==> config.mk <==
export PLATFORM = sky130hd
export DESIGN_NAME = mcu_bus_transmitter
export DESIGN_NICKNAME = d
export VERILOG_FILES = /design/src/rtl/mcu_bus_transmitter_pkg.sv /design/src/rtl/mcu_bus_tx_fifo.sv /design/src/rtl/mcu_bus_transmitter.sv
export SDC_FILE = /design/constraint.sdc
export NUM_CORES = 1
export LEC_CHECK = 0
export BUFFER_PORTS_ARGS = -buffer_cell sky130_fd_sc_hd__clkbuf_2
export CORE_MARGIN = 8
export CORE_UTILIZATION = 45
export CTS_CLUSTER_DIAMETER = 50
export DETAILED_ROUTE_END_ITERATION = 8
export GPL_TIMING_DRIVEN = 0
export PLACE_DENSITY = 0.63
export SETUP_SLACK_MARGIN = 0.05
export SLEW_MARGIN = 20
export SYNTH_ARGS = -nofsm -noshare
export SYNTH_HDL_FRONTEND = slang
export SYNTH_SLANG_ARGS = --single-unit
==> constraint.sdc <==
create_clock -name system_clock -period 6.8 [get_ports system_clock]
set_clock_uncertainty 0.15 [all_clocks]
set_input_delay 0.34 -clock system_clock [delete_from_list [all_inputs] [get_ports system_clock]]
set_output_delay 0.34 -clock system_clock [all_outputs]
set_load 0.02 [all_outputs]
==> src/rtl/mcu_bus_transmitter_pkg.sv <==
// Shared definitions for the MCU parallel-bus transmitter: FSM encodings,
// byte-tag constants, the queued entry layout and the phase-reload helper.
package mcu_bus_transmitter_pkg;

   localparam logic [1:0] MCU_TX_IDLE  = 2'd0;
   localparam logic [1:0] MCU_TX_SETUP = 2'd1;
   localparam logic [1:0] MCU_TX_HIGH  = 2'd2;
   localparam logic [1:0] MCU_TX_HOLD  = 2'd3;

   localparam logic MCU_BUS_COMMAND = 1'b1;
   localparam logic MCU_BUS_DATA    = 1'b0;

   typedef struct packed {
      logic       is_command;
      logic [7:0] data;
   } mcu_tx_entry_t;

   // Each bus phase lasts DIVIDER cycles, counted down to zero from DIVIDER-1.
   function automatic logic [7:0] phase_reload(input int divider);
      return 8'(divider - 1);
   endfunction

endpackage

==> src/rtl/mcu_bus_tx_fifo.sv <==
// Synchronous transmit FIFO holding tagged bytes; the head entry is visible
// combinationally so the bus driver can capture it on the pop edge.
module mcu_bus_tx_fifo
   import mcu_bus_transmitter_pkg::*;
#(
   parameter  int DEPTH = 8,
   localparam int AW    = $clog2(DEPTH),
   localparam int LW    = AW + 1
)(
   input  logic          clk_i,
   input  logic          rst_n_i,
   input  logic          push_i,
   input  logic          pop_i,
   input  mcu_tx_entry_t wdata_i,
   output mcu_tx_entry_t rdata_o,
   output logic [LW-1:0] level_o
);

   mcu_tx_entry_t mem_q [DEPTH];
   logic [AW-1:0] wr_ptr_q, wr_ptr_d;
   logic [AW-1:0] rd_ptr_q, rd_ptr_d;
   logic [LW-1:0] level_q, level_d;

   always_comb begin
      wr_ptr_d = wr_ptr_q;
      rd_ptr_d = rd_ptr_q;
      if (push_i) begin
         wr_ptr_d = wr_ptr_q + AW'(1);
      end else begin
         wr_ptr_d = wr_ptr_q;
      end
      if (pop_i) begin
         rd_ptr_d = rd_ptr_q + AW'(1);
      end else begin
         rd_ptr_d = rd_ptr_q;
      end
      level_d = level_q + LW'(push_i) - LW'(pop_i);
   end

   always_ff @(posedge clk_i) begin
      if (!rst_n_i) begin
         wr_ptr_q <= '0;
         rd_ptr_q <= '0;
         level_q  <= '0;
      end else begin
         wr_ptr_q <= wr_ptr_d;
         rd_ptr_q <= rd_ptr_d;
         level_q  <= level_d;
      end
   end

   // On a full push+pop the write lands in the slot being read out this cycle.
   always_ff @(posedge clk_i) begin
      if (push_i) begin
         mem_q[wr_ptr_q] <= wdata_i;
      end
   end

   assign rdata_o = mem_q[rd_ptr_q];
   assign level_o = level_q;

endmodule

==> src/rtl/mcu_bus_transmitter.sv <==
// Initiator for the 8-bit MCU parallel bus: SETUP / HIGH / HOLD strobe cycle per byte.
// Define MCU_BUS_TX_FIFO_EN for a FIFO_DEPTH-deep queue with back-to-back cycles.
module mcu_bus_transmitter
   import mcu_bus_transmitter_pkg::*;
#(
   parameter  int DIVIDER    = 4,
   parameter  int FIFO_DEPTH = 8,
   localparam int LW         = $clog2(FIFO_DEPTH) + 1
)(
   input  logic          system_clock,
   input  logic          reset_n,
   input  logic [7:0]    tx_data,
   input  logic          tx_is_command,
   input  logic          tx_valid,
   output logic          tx_ready,
   output logic          mcu_bus_clock,
   output logic [7:0]    mcu_bus_out,
   output logic          mcu_bus_oe,
   output logic          mcu_bus_command_data,
   output logic          busy,
   output logic [LW-1:0] fifo_level
);

   localparam logic [7:0] PHASE_RELOAD = phase_reload(DIVIDER);

   logic [1:0]    state_q, state_d;
   logic [7:0]    cnt_q, cnt_d;
   logic [7:0]    bus_q, bus_d;
   logic          cmd_q, cmd_d;
   logic          clk_q, oe_q, busy_q;

   mcu_tx_entry_t wr_entry_s, head_s;
   logic          avail_s, push_s, pop_s;
   logic [LW-1:0] level_s, level_nxt_s;

   assign wr_entry_s  = {tx_is_command, tx_data};
   assign push_s      = tx_valid && tx_ready;
   assign level_nxt_s = level_s + LW'(push_s) - LW'(pop_s);

`ifdef MCU_BUS_TX_FIFO_EN
   localparam logic B2B_EN = 1'b1;

   // A pop frees the slot a same-cycle push lands in, so a full FIFO keeps accepting.
   assign tx_ready = reset_n && ((level_s != LW'(FIFO_DEPTH)) || pop_s);
   assign avail_s  = (level_s != LW'(0));

   mcu_bus_tx_fifo #(
      .DEPTH   (FIFO_DEPTH)
   ) u_fifo (
      .clk_i   (system_clock),
      .rst_n_i (reset_n),
      .push_i  (push_s),
      .pop_i   (pop_s),
      .wdata_i (wr_entry_s),
      .rdata_o (head_s),
      .level_o (level_s)
   );
`else
   localparam logic B2B_EN = 1'b0;

   mcu_tx_entry_t hold_q, hold_d;
   logic          hold_valid_q, hold_valid_d;

   assign tx_ready = reset_n && (state_q == MCU_TX_IDLE) && !hold_valid_q;
   assign avail_s  = hold_valid_q;
   assign head_s   = hold_q;
   assign level_s  = {{(LW-1){1'b0}}, hold_valid_q};

   always_comb begin
      hold_d       = hold_q;
      hold_valid_d = hold_valid_q;
      if (push_s) begin
         hold_d       = wr_entry_s;
         hold_valid_d = 1'b1;
      end else if (pop_s) begin
         hold_valid_d = 1'b0;
      end else begin
         hold_valid_d = hold_valid_q;
      end
   end

   always_ff @(posedge system_clock) begin
      if (!reset_n) begin
         hold_q       <= '0;
         hold_valid_q <= 1'b0;
      end else begin
         hold_q       <= hold_d;
         hold_valid_q <= hold_valid_d;
      end
   end
`endif

   assign pop_s = avail_s && ((state_q == MCU_TX_IDLE) ||
                              (B2B_EN && (state_q == MCU_TX_HOLD)));

   always_comb begin
      state_d = state_q;
      cnt_d   = cnt_q;
      bus_d   = bus_q;
      cmd_d   = cmd_q;
      case (state_q)
         MCU_TX_IDLE: begin
            if (pop_s) begin
               state_d        = MCU_TX_SETUP;
               cnt_d          = PHASE_RELOAD;
               {cmd_d, bus_d} = head_s;
            end else begin
               state_d = MCU_TX_IDLE;
            end
         end
         MCU_TX_SETUP: begin
            if (cnt_q == 8'd0) begin
               state_d = MCU_TX_HIGH;
               cnt_d   = PHASE_RELOAD;
            end else begin
               cnt_d = cnt_q - 8'd1;
            end
         end
         MCU_TX_HIGH: begin
            if (cnt_q == 8'd0) begin
               state_d = MCU_TX_HOLD;
               cnt_d   = 8'd0;
            end else begin
               cnt_d = cnt_q - 8'd1;
            end
         end
         MCU_TX_HOLD: begin
            if (pop_s) begin
               state_d        = MCU_TX_SETUP;
               cnt_d          = PHASE_RELOAD;
               {cmd_d, bus_d} = head_s;
            end else begin
               state_d = MCU_TX_IDLE;
            end
         end
         default: begin
            state_d = MCU_TX_IDLE;
            cnt_d   = 8'd0;
         end
      endcase
   end

   // Strobe, enable and busy are decoded from next state so each is a clean flop output.
   always_ff @(posedge system_clock) begin
      if (!reset_n) begin
         state_q <= MCU_TX_IDLE;
         cnt_q   <= 8'd0;
         bus_q   <= 8'h00;
         cmd_q   <= MCU_BUS_DATA;
         clk_q   <= 1'b0;
         oe_q    <= 1'b0;
         busy_q  <= 1'b0;
      end else begin
         state_q <= state_d;
         cnt_q   <= cnt_d;
         bus_q   <= bus_d;
         cmd_q   <= cmd_d;
         clk_q   <= (state_d == MCU_TX_HIGH);
         oe_q    <= (state_d != MCU_TX_IDLE);
         busy_q  <= (state_d != MCU_TX_IDLE) || (level_nxt_s != LW'(0));
      end
   end

   assign mcu_bus_clock        = clk_q;
   assign mcu_bus_out          = bus_q;
   assign mcu_bus_oe           = oe_q;
   assign mcu_bus_command_data = cmd_q;
   assign busy                 = busy_q;
   assign fifo_level           = level_s;

endmodule

==> results.cfg, run 1 <==
[status]
status = completed

[grt]
grt-ovfl-total = 0
grt_pass1_wl_um = 5260
grt_pass1_vias = 1208
antenna_found_initial = 0
grtUsageTotal_pct = 12.7
grt_start_max_net_pins = 12

[placed_design]
io_buffers = 25
place_congestion = 0.747
hpwl_um = 2290

[logic_synthesis]
ys_ff_latch = 32
synth_top_area_share_pct = 43.8
synth_ff_type = dfxtp_1
syn-instance-count = 171
synth_edf_count = 0
yosysWarnings = 0
syn-cell-area_sq_um = 1460
avgSynthCellArea_sq_um = 8.55
synthDistinctLibCells = 37
synth_area_leaders = dfxtp_1 (44%), nand2_1 (9.8%), a21oi_1 (8.2%)
synth_top_area_cell = dfxtp_1
synth.yosys.seq_area_share_pct = 43.8
async_flop_share_pct = 0

[clock_network]
hold_buffers = 0
post_cts_resized = 0
clkTransAtPathRegs_ps = 100
cts_root_buffer = clkbuf_4
cts_sinks = 32
post_cts_buffers = 0
numCtsBuffers = 5
clock_latency_ps = 330
h-tree-depth = 2
cts_buffer_depth = 2
cts_tree = yes

[power_and_ir_drop]
ir_drop_uv = 149
total_power_w = 0.000646
power_leakage_nw = 0.742
powerDensity_nw_per_um2 = 378

[final_layout]
n_antenna_cell = 0
drive_gt1_share_pct = 22.8
finalNetCount = 226
area_delta_synth_final_pct = 17.1
final_core_util_pct = 55.6

[job]
drv_cap = 0

[die]
rows = 20
fp.dieArea_sq_um = 5330
dieWidth_um = 73.0
core_area_sq_um = 3080
ioPinCount = 29
initial_utilization_pct = 47.5
die_h_um = 73.0

[sta]
fin_tns_setup_ps = 0
max_freq_mhz = 371
rsz0062_at_grt = no
finalCritPeriodShare_pct = 39.6
setup_viol = 0
slew_viol_final = 0
hold_viol_final = 0
fin_crit_ps = 2690

[routing]
wl_per_cell_um = 12.1
wirelength_um = 3010
firstDrtPassIters = 6
postRouteAntennaNets = 0
drtIter0Drc = 33
via_count = 1231
drc = 0
vias_per_cell = 4.92

[setup_path]
startpoint_type = flip-flop
cp_max_fo = 11
crit_type = reg -> reg
worstPathCellList = inv_1 -> ha_1 -> and3b_1 -> and2_1 -> clkinv_1 -> ha_1 -> inv_1 -> ha_1 -> inv_1 -> ha_1 -> o211ai_1 -> o21a_1
slowest_delay_ps = 390
required_ps = 6880
worstSetupEndpointType = flip-flop
ff2ff_setup_slack_ps = 4110
arrival_ps = 2780
crit_top_cell = ha_1
crit_path_top_delay_cell = ha_1

[hold_path]
min_path_type = in -> reg
final cells by class:
class | instances | area, sq um
Buffer | 8 | 47.5
Timing Repair Buffer | 25 | 125
Inverter | 9 | 33.8
Fill cell | 314 | 1370
Clock buffer | 7 | 55.1
Sequential cell | 32 | 641
Clock inverter | 1 | 7.51
Multi-Input combinational cell | 124 | 747
Tap cell | 44 | 55.1
kinds of logic (layout without fill, tap and decap cells):
kind of cell / after synthesis / count (layout) / synth area share [%]
adder cells (fa/ha/maj): 9 / 9 / 7.71
other: 1 / 3 / 0.257
AO/OA/AOI/OAI: 35 / 35 / 14.6
flip-flops: 32 / 32 / 43.8
buffers and inverters: 17 / 50 / 5.57
multiplexers: 1 / 1 / 0.685
XOR/XNOR: 6 / 6 / 3.60
AND/OR/NAND/NOR: 70 / 70 / 23.7
power by group:
group          switching (W)  leakage (nW)  total, W  internal, W
clock network      0.0000650        0.0315  0.000116    0.0000506
registers          0.0000301         0.260  0.000251     0.000220
logic               0.000161         0.450  0.000280     0.000119
total               0.000256         0.742  0.000646     0.000390
registers in the layout (all words and copies together), names as in the netlist:
name	count
mcu_bus_clock	1
state_q	2
mcu_bus_out	8
avail_s	1
head_s	9
mcu_bus_oe	1
busy	1
cnt_q	8
mcu_bus_command_data	1
cells in the mapped netlist, types with 2 or more instances:
master,n
dfxtp_1,32
a21o_1,2
xor2_1,5
nand3_1,3
clkbuf_1,2
nand2_1,38
inv_1,8
a21oi_1,24
ha_1,9
o221a_2,2
nor3_2,2
buf_4,4
nor2_1,12
and3b_1,2
and2_1,3
buf_2,2
critical path: cells and delay by family (launching register included):
family,cells,cell delay [ps]
adder cells (fa/ha/maj),4,1030
buffers and inverters,4,470
AND/OR/NAND/NOR,2,360
flip-flops,1,350
AO/OA/AOI/OAI,2,250
placed cells by master, fill, tap and decap left out, drive strengths merged:
cell	Yosys	final
nand2	38	38
o221a	2	2
dfxtp	32	32
nor2	12	12
buf	6	6
a21o	3	3
nand4	1	1
inv	8	8
mux2i	1	1
conb	1	3
and3	1	1
clkinvlp	0	1
clkbuf	2	34
xnor2	1	1
ha	9	9
o211ai	1	1
a211oi	1	1
and3b	2	2
xor2	5	5
a31oi	1	1
nor4	2	2
a22o	1	1
nor3b	1	1
nor4b	1	1
nand2b	1	1
clkinv	1	1
nand3b	1	1
o21ai	1	1
o21a	1	1
nor3	3	3
and2	3	3
nand3	3	3
nor2b	1	1
a21oi	24	24
per-layer routing:
| metal | up-vias | part of all wire [%] | global-route usage [%] |
|---|---|---|---|
| met3 | 5 | 4.3 | 5.08 |
| met5 | - | 0 | 0 |
| met2 | 22 | 50 | 20.9 |
| li1 | 632 | - | - |
| met4 | 0 | 1.4 | 5.33 |
| met1 | 572 | 45 | 14.1 |
through the flow:
stage          setup slack (ps)  hold slack [ps]  cells  area [sq um]
2_1_floorplan              4230              282    173          1470
3_3_place_gp               4130              290    242          1650
3_5_place_dp               4120              299    242          1650
4_1_cts                    4090             62.3    250          1710
5_1_grt                    3890             54.0    250          1710
6_report                   4110             69.7    250          1710
worst paths after layout:
kind,startpoint,endpoint,depth (start not counted)
max,state_q[0],busy,12
min,tx_data[1],head_s[1],3
max reg2reg,state_q[0],busy,12
min reg2reg,mcu_bus_out[5],mcu_bus_out[5],2
Note: power is estimated with default switching activity, not from simulation.
==> inputs of run 2 (changes only) <==
--- a/config.mk
+++ b/config.mk
@@ -5,6 +5,7 @@
 export SDC_FILE = /design/constraint.sdc
 export NUM_CORES = 1
 export LEC_CHECK = 0
+export ABC_AREA = 1
 export BUFFER_PORTS_ARGS = -buffer_cell sky130_fd_sc_hd__clkbuf_2
 export CORE_MARGIN = 8
 export CORE_UTILIZATION = 45
==> constraint.sdc (replaced) <==
create_clock -name system_clock -period 2.8 [get_ports system_clock]
set_clock_uncertainty 0.15 [all_clocks]
set_input_delay 0.14 -clock system_clock [delete_from_list [all_inputs] [get_ports system_clock]]
set_output_delay 0.14 -clock system_clock [all_outputs]
set_load 0.02 [all_outputs]
==> run 2 against run 1 <==
  * Register-to-register slack lost 3900 ps
  * Cell count increased by 15%
  * Maximum frequency is 5.3% higher
  * Sequential share of layout area shrank 3.5 points
  * Total power grew to 2.6 times the previous value
  * Setup slack got worse by 3900 ps
  * Global-route usage increased by 0.63 points
  * Synthesized cell count grew 12%
  * Sequential power rose by 140%
  * Highest routed layer unchanged
==> results.cfg, run 2 <==
[status]
status = completed

[logic_synthesis]
synth_edf_count = 0
synth_top_area_share_pct = 44.5
yosysWarnings = 0
synthDistinctLibCells = 22
synth.yosys.seq_area_share_pct = 44.5
synthTopCellsByCount = dfxtp_1 (32), inv_1 (29), nand2_1 (29)
yosysMostFrequentCell = dfxtp_1
synth_area_leaders = dfxtp_1 (44%), ha_1 (7.8%), a21oi_1 (7.6%)
syn-instance-count = 192
avgSynthCellArea_sq_um = 7.50
synth_top_area_cell = dfxtp_1
ys_ff_latch = 32
async_flop_share_pct = 0
syn-cell-area_sq_um = 1440
synth_ff_type = dfxtp_1

[hold_path]
min_to = head_s[2]
hold_path_depth = 4
min_path_type = in -> reg
hold_start = tx_valid

[clock_network]
numCtsBuffers = 5
h-tree-depth = 2
clock_latency_ps = 340
clkTransAtPathRegs_ps = 110
cts_tree = yes
cts_root_buffer = clkbuf_4
cts_buffer_depth = 2
cts_sinks = 32

[grt]
grt_pass1_wl_um = 5560
grt_start_max_net_pins = 12
grt_pass1_vias = 1336
grt-ovfl-total = 0
antenna_found_initial = 0
grtUsageTotal_pct = 13.3

[final_layout]
drive_gt1_share_pct = 21.0
layout_common_cells = dfxtp_1 (32), inv_1 (28), nand2_1 (28)
finalNetCount = 263
postLayoutCellArea_sq_um = 1890
final_cell_count_no_fill = 288
area_delta_synth_final_pct = 31.1
layout_commonest_cell = dfxtp_1
largest_reg_flops = 9

[sta]
rsz0062_at_grt = no
max_freq_mhz = 391
setup_ws_ps = 242
holdWs_ps = 121
fin_tns_setup_ps = 0
finalCritPeriodShare_pct = 91.4
slew_viol_final = 0
hold_viol_final = 0
setup_viol = 0
fin_crit_ps = 2560

[power_and_ir_drop]
intPower_w = 0.00101
seqPwrFrac_pct = 35.7
power_frac_comb_pct = 43.1
power.share.switching_pct = 40.1
powerDensity_nw_per_um2 = 894
p_clk_share_pct = 21.2
ir_drop_uv = 362
power_leakage_nw = 0.910
switchingPower_w = 0.000676

[setup_path]
r2r-end = busy
crit_family = adder cells
cp_num_buf_inv = 4
worstPathCellList = inv_1 -> ha_2 -> nand2_1 -> nor2_4 -> nand2_4 -> buf_4 -> ha_1 -> inv_1 -> ha_1 -> inv_1 -> ha_1 -> nor3b_2 -> nand2_1 -> nand2_1 -> nand2_1
cp_max_fo = 11
crit_type = reg -> reg
arrival_ps = 2650
startpoint_type = flip-flop
r2r-start = state_q[1]
slowest_delay_ps = 350
required_ps = 2890
ff2ff_setup_slack_ps = 240
worstSetupEndpointType = flip-flop
crit_path_top_delay_cell = dfxtp_1
reg2reg_depth = 15
crit_top_cell = nand2_1

[placed_design]
dpl_cell_area_sq_um = 1630
hpwl_um = 2210
place_ws_ps = 21.9
io_buffers = 25
place_congestion = 0.788
dp_cells = 263

[routing]
drtIter0Drc = 85
wirelength_um = 3320
wl_per_cell_um = 11.5
postRouteAntennaNets = 0
firstDrtPassIters = 4
drc = 0
via_count = 1369
vias_per_cell = 4.75

[die]
initial_utilization_pct = 47.2
dieWidth_um = 72.6
core_area_sq_um = 3050
die_h_um = 72.6
fp.dieArea_sq_um = 5270
ioPinCount = 29
rows = 20

[job]
drv_cap = 0
## run 2: cell count changes after synthesis, sizes merged, moves of 3 or more
| cell | before | now |
|---|---|---|
| nor3 | 3 | 0 |
| and2 | 3 | 0 |
| o21ai | 1 | 20 |
| xor2 | 5 | 1 |
| nor2 | 12 | 24 |
| nand2 | 38 | 31 |
| inv | 8 | 30 |
| a21o | 3 | 0 |
| nand3 | 3 | 9 |
## run 2: routing by layer
layer / part of all wire, % / vias up / wire length (um) / GRT usage, %
met1: 45 / 619 / 1480 / 14.4
met3: 5.7 / 7 / 188 / 4.67
met4: 2.1 / 0 / 70 / 8.00
met5: 0 / - / 0 / 0
met2: 48 / 42 / 1580 / 21.8
li1: - / 701 / - / -
## run 2: cells by family (layout without fill, tap and decap cells)
| group | count (synthesis) | after routing | synth area share (%) |
|---|---|---|---|
| simple gates | 68 | 68 | 20.5 |
| fa+ha+maj | 9 | 9 | 7.82 |
| buf+inv | 38 | 87 | 11.1 |
| compound gates | 42 | 42 | 14.6 |
| flops | 32 | 32 | 44.5 |
| xor+xnor | 2 | 2 | 1.22 |
| other cells | 1 | 4 | 0.260 |
## run 2: worst min-delay path, cell delays in order
cell	delay (ps)
clkbuf_2	140
nand2_4	120
o21ai_0	70
a21oi_1	100
## run 2: worst max path at each step
stage	cells past startpoint	start	to	slack, ps
finish	15	state_q[1]	busy	240
detailed placement	15	state_q[0]	busy	20
CTS	15	state_q[0]	busy	50
floorplan	15	state_q[0]	busy	190
global placement	15	state_q[0]	busy	60
global route	15	state_q[1]	busy	50
## run 2: through the flow
| step | power (W) | util [%] |
|---|---|---|
| final | 0.00169 | 61.8 |
| after global routing | 0.00183 | 61.8 |
| after CTS | 0.00166 | 60.6 |
| after detailed placement | 0.00128 | 53.3 |
| after global placement | 0.00126 | 53.3 |
| after floorplan | 0.00113 | - |
## run 2: timing repair
item | CTS | global route
setup buffers | 0 | 2
hold buffers | 14 | 0
endpoints found under the setup margin | 1 | 1
endpoints found under the hold margin | 10 | 0
pin swaps | 0 | 1
resized for setup | 1 | 7
## run 2: cell type report
class / count / area (sq um)
Sequential cell: 32 / 641
Inverter: 30 / 113
Clock inverter: 3 / 42.5
Clock buffer: 5 / 37.5
Multi-Input combinational cell: 124 / 667
Timing Repair Buffer: 41 / 280
Antenna cell: 1 / 2.50
Fill cell: 280 / 1160
Tap cell: 44 / 55.1
Buffer: 8 / 50.0
## run 2: power groups by stage
stage | registers, W | logic (W) | clock network, W
floorplan | 0.000637 | 0.000495 | 0
global placement | 0.000609 | 0.000655 | 0
detailed placement | 0.000610 | 0.000671 | 0
CTS | 0.000600 | 0.000698 | 0.000365
global route | 0.000614 | 0.000833 | 0.000384
finish | 0.000602 | 0.000728 | 0.000358
==> inputs of run 3 (changes only) <==
==> constraint.sdc (replaced) <==
create_clock -name system_clock -period 2.8 [get_ports system_clock]
set_clock_uncertainty 0.15 [all_clocks]
set_input_delay 0 -clock system_clock [delete_from_list [all_inputs] [get_ports system_clock]]
set_output_delay 0 -clock system_clock [all_outputs]
set_load 0.02 [all_outputs]
==> run 3 against run 2 <==
  * Die area unchanged
  * Routed wire length increased by 0.51%
  * Cell area increased by 1.1%
  * Maximum frequency increased by 0.10%
  * Highest routed layer unchanged
  * Clock power about the same
  * Largest power group unchanged
  * Hold slack improved by 190 ps
==> results.cfg, run 3 (synthesized netlist as in run 2, its figures left out) <==
[routing]
firstDrtPassIters = 4
drc = 0
vias_per_cell = 4.76
via_count = 1380
wl_per_cell_um = 11.5
postRouteAntennaNets = 0
wirelength_um = 3340
drtIter0Drc = 91

[grt]
grt_start_max_net_pins = 12
grt_pass1_vias = 1348
grtUsageTotal_pct = 13.4
grt-ovfl-total = 0
antenna_found_initial = 0
grt_pass1_wl_um = 5600

[final_layout]
area_delta_synth_final_pct = 32.5
largest_reg_flops = 9
layout_common_cells = dfxtp_1 (32), inv_1 (28), nand2_1 (28)
layout_commonest_cell = dfxtp_1
finalNetCount = 265
drive_gt1_share_pct = 20.8
final_cell_count_no_fill = 290

[setup_path]
arrival_ps = 2650
startpoint_type = flip-flop
worstSetupEndpointType = flip-flop
cp_max_fo = 11
crit_type = reg -> reg
required_ps = 2890

[placed_design]
dp_cells = 263
place_ws_ps = 21.9
io_buffers = 25
place_congestion = 0.788
hpwl_um = 2210

[sta]
slew_viol_final = 0
fin_crit_ps = 2560
max_freq_mhz = 391
setup_ws_ps = 244
holdWs_ps = 311
fin_tns_setup_ps = 0
finalCritPeriodShare_pct = 91.3
hold_viol_final = 0
rsz0062_at_grt = no
setup_viol = 0

[power_and_ir_drop]
total_power_w = 0.00169
ir_drop_uv = 361
power_leakage_nw = 0.918
powerDensity_nw_per_um2 = 886

[die]
ioPinCount = 29
dieWidth_um = 72.6
core_area_sq_um = 3050
initial_utilization_pct = 47.2
rows = 20
fp.dieArea_sq_um = 5270
die_h_um = 72.6

[job]
drv_cap = 0

[clock_network]
clock_latency_ps = 340
clkTransAtPathRegs_ps = 110
h-tree-depth = 2
cts_buffer_depth = 2
cts_sinks = 32
numCtsBuffers = 5
cts_root_buffer = clkbuf_4
cts_tree = yes

[status]
status = completed

[hold_path]
min_path_type = reg -> reg
==> run 3: cell types whose count changed in the layout (fill, tap and decap cells not counted), sizes merged <==
cell / previous run / this run
dlygate4sd3: 14 / 16
==> run 3: final timing paths <==
path | startpoint | endpoint | slack [ps] | depth (start not counted)
hold / removal | head_s[2] | head_s[2] | 310 | 2
setup / recovery | state_q[1] | busy | 240 | 15
setup reg to reg | state_q[1] | busy | 240 | 15
hold reg to reg | head_s[2] | head_s[2] | 310 | 2
==> run 3: critical path, stage by stage (launching register included) <==
cell and delay (ps):
dfxtp_1 350, inv_1 90, ha_2 190, nand2_1 90, nor2_4 190, nand2_4 100, buf_4 190, ha_1 300
inv_1 60, ha_1 130, inv_1 40, ha_1 260, nor3b_2 150, nand2_1 60, nand2_1 50, nand2_1 50
==> run 3: metal layers <==
metal  global-route usage, %  part of all wire [%]
met5                       0                     0
met4                    8.00                   2.8
met3                    4.67                   5.6
met2                    22.2                    47
met1                    14.4                    44
==> run 3: report_power, final <==
part / total [W] / leakage [nW] / switching [W] / internal, W
Combinational: 0.000731 / 0.616 / 0.000454 / 0.000276
Clock: 0.000359 / 0.0412 / 0.000173 / 0.000186
Sequential: 0.000602 / 0.261 / 0.0000505 / 0.000551
Total: 0.00169 / 0.918 / 0.000678 / 0.00101
==> run 3: area by class of cell <==
cell class / count / area [sq um]
antenna: 1 / 2.50
buffer: 8 / 50.0
clock buffer: 5 / 37.5
clock inverter: 3 / 42.5
fill: 277 / 1140
inverter: 30 / 113
multi-input combinational: 124 / 667
sequential: 32 / 641
tap: 44 / 55.1
timing repair buffer: 43 / 300
==> run 3: per-stage QoR <==
stage,util [%],cell area [sq um]
floorplan,-,1450
global placement,53.3,1630
detailed placement,53.3,1630
CTS,60.9,1860
global route,62.4,1910
finish,62.5,1910
==> run 3: what timing repair did <==
action / in CTS / in global routing
buffers inserted: 0 / 2
pin swaps: 0 / 1
cloned: 0 / 0
hold endpoints to repair: 10 / 1
endpoints found under the setup margin: 1 / 1
hold buffers: 15 / 1
resized for setup: 1 / 7
